--- config.mk ---
export PLATFORM = sky130hd
export DESIGN_NAME = oms_mult_sched
export DESIGN_NICKNAME = d
export VERILOG_FILES = /design/src/rtl/oms_mult_sched.sv
export SDC_FILE = /design/constraint.sdc
export NUM_CORES = 1
export LEC_CHECK = 0
export ABC_AREA = 1
export BUFFER_PORTS_ARGS = -buffer_cell sky130_fd_sc_hd__buf_2
export CAP_MARGIN = 25
export CORE_MARGIN = 8
export CORE_UTILIZATION = 42
export CTS_CLUSTER_SIZE = 20
export DETAILED_ROUTE_END_ITERATION = 12
export PLACE_DENSITY = 0.75
export SYNTH_ARGS = -nofsm -noshare
export SYNTH_HDL_FRONTEND = slang
export SYNTH_SLANG_ARGS = --single-unit
--- constraint.sdc ---
create_clock -name clk -period 1.2 [get_ports clk]
set_input_delay 0.24 -clock clk [delete_from_list [all_inputs] [get_ports clk]]
set_output_delay 0.24 -clock clk [all_outputs]
set_load 0.01 [all_outputs]
--- src/rtl/oms_mult_sched.sv ---
// oms_mult_sched: round-robin scheduler sharing one OMS LUT multiplier between two requesters.
// Optional OMS_SCHED_CHECK_EN adds a sticky product self-check on chk_err.
module oms_mult_sched #(
    parameter int SETTLE_CYC = 2
) (
    input  logic       clk,
    input  logic       reset_n,
    input  logic [1:0] req_valid,
    input  logic [4:0] req_x0,
    input  logic [4:0] req_a0,
    input  logic [4:0] req_x1,
    input  logic [4:0] req_a1,
    output logic [1:0] req_ready,
    output logic       resp_valid,
    input  logic       resp_ready,
    output logic       resp_id,
    output logic [9:0] resp_data,
    output logic [4:0] mul_x,
    output logic [4:0] mul_a,
    output logic       mul_clear,
    input  logic [9:0] mul_result,
    output logic       chk_err
);
    typedef enum logic [1:0] {IDLE, ISSUE, RESP} state_t;
    localparam logic [3:0] CNT_INIT = 4'(SETTLE_CYC - 1);
    state_t     state, state_nxt;
    logic [3:0] cnt;
    logic       last_grant;
    logic [1:0] grant;
    logic       accept, done;
    logic [4:0] op_x, op_a;
    // Contention goes to whoever was not granted last.
    assign grant[0] = req_valid[0] & (~req_valid[1] | last_grant);
    assign grant[1] = req_valid[1] & (~req_valid[0] | ~last_grant);
    assign accept   = (state == IDLE) & |req_valid;
    assign done     = (state == ISSUE) & (cnt == 4'd0);
    assign mul_x    = op_x;
    assign mul_a    = op_a;
    always_ff @(posedge clk or negedge reset_n)
        if (!reset_n) state <= IDLE;
        else          state <= state_nxt;
    always_comb begin
        state_nxt = state;
        if (accept)                               state_nxt = ISSUE;
        else if (done)                            state_nxt = RESP;
        else if (state == RESP && resp_ready)     state_nxt = IDLE;
    end
    always_comb begin
        req_ready  = (state == IDLE) ? grant : 2'b00;
        resp_valid = (state == RESP);
        mul_clear  = (state != ISSUE);
    end
    always_ff @(posedge clk or negedge reset_n)
        if (!reset_n) begin
            cnt        <= 4'd0;
            last_grant <= 1'b1;
            op_x       <= 5'd0;
            op_a       <= 5'd0;
            resp_id    <= 1'b0;
            resp_data  <= 10'd0;
        end else begin
            if (accept) begin
                op_x       <= grant[1] ? req_x1 : req_x0;
                op_a       <= grant[1] ? req_a1 : req_a0;
                resp_id    <= grant[1];
                last_grant <= grant[1];
                cnt        <= CNT_INIT;
            end else if (state == ISSUE) begin
                cnt <= cnt - 4'd1;
            end
            if (done) resp_data <= mul_result;
        end
`ifdef OMS_SCHED_CHECK_EN
    logic [9:0] ref_prod;
    assign ref_prod = 10'(op_x) * 10'(op_a);
    always_ff @(posedge clk or negedge reset_n)
        if (!reset_n) chk_err <= 1'b0;
        else          chk_err <= chk_err | (done & (mul_result != ref_prod));
`else
    assign chk_err = 1'b0;
`endif
endmodule

* Word level (Yosys, flattened, before mapping)
Cells that the tools add are included.
** Word-level totals
- Input bits :: 35
- ROM bits :: 0
- Word-level logic and storage cells :: 34
- Bits in writable memories :: 0
- Bits in registers :: 28
- Memories kept :: 0
- Latch bits :: 0
** Operators by class
- Eq/ne operators :: 3
- Multiplexer cells :: 8
- $mul :: 0
- Divide/modulo/power cells :: 0
- Add/subtract/negate cells :: 1
- Reduce and logical (&&, ||, !) cells :: 6
- Bitwise operators :: 9
- $lt $le $gt $ge :: 0
- Shifts and indexed selects :: 0
** Operators by type and width (number)
- 5-bit two-way mux :: 2
- 2-bit two-way mux :: 4
- 4-bit two-way mux :: 2
- 1-bit bitwise AND :: 4
- 4-bit zero test :: 1
- 4-bit by 1-bit subtractor with 4-bit output (second input constant) :: 1
- 1-bit NOT :: 3
- 3-bit nonzero test :: 1
- 2-bit by 1-bit == test with 1-bit output (second input constant) :: 1
- 2-bit == test (second input constant) :: 1
- 2-bit zero test :: 1
- 2-bit by 1-bit != test with 1-bit output (second input constant) :: 1
- 1-bit OR :: 2
- 2-bit nonzero test :: 1
- 2-bit OR reduction :: 1
- 1-bit logical AND :: 1

* Longest topological paths before layout
- Depth after elaboration :: 5
- Depth in mapped cells :: 6
- Mapped depth without buffers :: 5

* Worst setup path after synthesis
No wires, ideal clock.
- Path kind :: register -> output
- Start :: reg last_grant
- End :: out req_ready[1]
- Setup slack :: 0.045 ns
- Stages on the path, launching flop included :: 5
- Required time :: 0.960 ns
- Arrival :: 0.915 ns
- Cells stage by stage :: dfstp_2 > nand2_1 > buf_2 > nand3_1 > inv_1
** On the way
- Longest elaborated chain between the ends :: 4
** Ends and longest elaborated chain
- from (decl) :: line 28 : logic last_grant;
- from (signal assigned) :: line 66 : last_grant <= grant[1];
- 1-bit NOT :: line 34 : assign grant[1] = req_valid[1] & (~req_valid[0] | ~last_grant);
- 1-bit OR :: line 34
- 1-bit bitwise AND :: line 34
- 2-bit two-way mux :: line 49 : req_ready = (state == IDLE) ? grant : 2'b00;
- to (decl) :: line 13 : output logic [1:0] req_ready,
No other way between the ends.

* Worst setup path after layout
- Start :: reg last_grant
- End :: out req_ready[0]
** On the way
- Longest elaborated chain between the ends :: 3
** Ends and longest elaborated chain
- 1-bit OR :: line 33 : assign grant[0] = req_valid[0] & (~req_valid[1] | last_grant);
- 1-bit bitwise AND :: line 33
- 2-bit two-way mux :: line 49
No other way between the ends.

==> impl_metrics.csv <==
group,metric,value,unit
placed_design,place_ws,-0.0943,ns
cells_and_area,regArea,703,µm²
placed_design,globalplace.congestion,0.786,
timing,finalClockSkew,0.00128,ns
worst_setup_path,reg2reg_from,"state[1]",
worst_setup_path,reg2reg_to,"state[0]",
synthesis,synthCells,173,
power,ir_drop,525,µV
synthesis,async_flop_share,100,%
drt,ant_nets,0,
synthesis,ys_seq_elements,28,
cells_and_area,area_delta_synth_final,42.5,%
timing,setup_viol,16,
clock_tree,cts_root_buf,"clkbuf_4",
run,cap_viol_max_count,0,
synthesis,synth_ff_type,"dfrtp_1",
timing,fmax,648,MHz
cells_and_area,drive_gt1_share,48.2,%
clock_tree,cts_inserted_buffers,3,
die,die_x,74.4,µm
cells_and_area,multiInputGateArea,693,µm²
clock_tree,clock_path_buffers,2,
clock_tree,path_clk_slew,0.14,ns
placed_design,io_buffers,59,
status,status,"finished with violations",
die,ios,61,
die,fp.dieArea,5530,µm²
die,core_area,3310,µm²
status,violations,"negative setup slack",
worst_setup_path,cp.required,0.96,ns
clock_tree,h-tree-depth,1,
drt,drc,0,
worst_setup_path,max_stage_delay,0.56,ns
clock_tree,cts_tree,"done",
worst_setup_path,startpoint,"last_grant",
timing,slew_viol_final,0,
synthesis,syn_area_per_cell,8.27,µm²
timing,worst_slack,-0.344,ns
clock_tree,clock_latency,0.33,ns
synthesis,syn_area,1430,µm²
worst_setup_path,crit_path_end,"req_ready[0]",
placed_design,dp_hpwl,2.61,mm
drt,vias,1366,
cells_and_area,nFillCells,302,
drt,drt_iter0_drc,30,
die,start_util,43.2,%
die,die_h,74.4,µm
worst_setup_path,crit_arrival,1.30,ns
power,power_per_cell_area,798,nW/µm²
cells_and_area,final_nets,282,
hold_path,hold_class,"in -> reg",
drt,wl_per_cell,13.1,µm
timing,fin_crit,1.54,ns
cells_and_area,final_common_cell,"buf_2",
timing,hold_viol_final,0,
cells_and_area,diodes,0,
cells_and_area,layout_common_cells,"buf_2, nand2_1, inv_1, dfrtp_1, nand2_2",
global_routing,grt_max_degree,16,
synthesis,postSynthNetCount,209,
worst_setup_path,path_class,"reg -> out",
worst_setup_path,start_kind,"register",
drt,routed_wl,3.80,mm
worst_setup_path,slowest_stage,"dfstp_2",
clock_tree,clock-sinks,28,
synthesis,yosysWarnings,0,
worst_setup_path,crit_chain,"inv_1, a211oi_2, buf_2",
drt,vias_per_cell,4.69,
timing,period_share,129,%
timing,grt_setup_unrepaired,"yes",
worst_setup_path,end_kind,"primary output",
global_routing,grt_antenna_before_repair,0,
worst_setup_path,worstPathMaxFanout,2,
global_routing,grt_pass1_wl,6.04,mm
power,leakage,1.10,nW
synthesis,synth_edf_count,0,
worst_setup_path,r2r_cells,7,
worst_setup_path,regToRegSetupSlack,-0.12,ns
global_routing,overflow,0,
global_routing,grt.total_usage,14.1,%
power,finalPower,1.63,mW
die,rows,21,
synthesis,synth_seq_area_share,49.1,%
global_routing,grt_pass1_vias,1329,
synthesis,ys_types,22,
drt,first_pass_iters,4,
[flip-flops by register name, indices dropped and copies added, names as in the netlist]
name and flops:
mul_x 5, cnt 4, resp_data 10, last_grant 1
mul_a 5, resp_id 1, state 2
[power by group]
group          total, mW  internal, mW  switching [mW]
combinational      0.241         0.114           0.126
clock              0.396         0.131           0.266
sequential         0.991         0.975          0.0153
[layout make-up]
class / count / area share [%]
well taps: 46 / 2.82
clock buffers: 4 / 1.29
inverters: 30 / 5.52
flip-flops and latches: 28 / 34.5
multi-input cells: 111 / 34.0
repair buffers: 72 / 21.9
[cell usage after synthesis (2+ instances only)]
master,instances,area share (%)
o21ai_2,10,6.1
o21ai_0,3,1.0
inv_2,2,0.53
nand3b_1,10,5.2
dfrtp_1,27,47
nand2_1,55,14
buf_2,2,0.70
buf_6,2,1.6
buf_4,3,1.6
nand3_1,15,5.2
nor2_1,6,1.6
inv_1,28,7.3
[metrics by stage]
stage / hold WS [ns] / area, µm² / setup TNS, ns / util (%) / instances
final: 0.128 / 2040 / -2.08 / 61.6 / 291
after global routing: 0.117 / 2040 / -3.14 / 61.6 / 291
after CTS: 0.113 / 1970 / -1.12 / 59.6 / 289
after detailed placement: 0.175 / 1800 / -0.904 / 54.3 / 277
after global placement: 0.175 / 1800 / -0.543 / 54.3 / 277
after floorplan: -0.0556 / 1430 / 0 / - / 173
[worst max-delay path: cells and delay by family (launching register included)]
kind | cells | cell delay [ns]
buffers and inverters | 2 | 0.23
DFF | 1 | 0.56
AOI/OAI and AO/OA | 1 | 0.18
[metal layers]
layer	GRT usage, %	vias up	share of wire [%]
li1	-	691	-
met1	17.9	643	43
met2	22.5	27	52
met3	2.29	5	3.6
met4	7.17	0	1.6
met5	0	-	0
[how the worst min path moves through the flow]
stage                  start           end  slack [ns]  cells after the start
2_1_floorplan        reset_n        cnt[0]       -0.06                      0
3_3_place_gp         reset_n        cnt[2]        0.17                      1
3_5_place_dp         reset_n        cnt[2]        0.17                      1
4_1_cts        mul_result[6]  resp_data[6]        0.11                      3
5_1_grt        mul_result[7]  resp_data[7]        0.12                      3
6_report       mul_result[7]  resp_data[7]        0.13                      3
[what timing repair did]
item                                    CTS  global route
pin swaps                                 5             5
setup buffers                             4             2
hold buffers                              1             0
cloned                                    3             0
endpoints found under the setup margin   17            27
resized for setup                        22            15
endpoints found under the hold margin    13             0
[cell families after synthesis]
| logic type | Yosys count | synth area share [%] |
|---|---|---|
| buf+inv | 37 | 11.7 |
| compound gates | 15 | 8.05 |
| simple gates | 90 | 29.4 |
| fa+ha+maj | 1 | 0.875 |
| xor+xnor | 1 | 0.613 |
| other cells | 1 | 0.262 |
| flops | 28 | 49.1 |
Power figures use the tool's default switching activity.
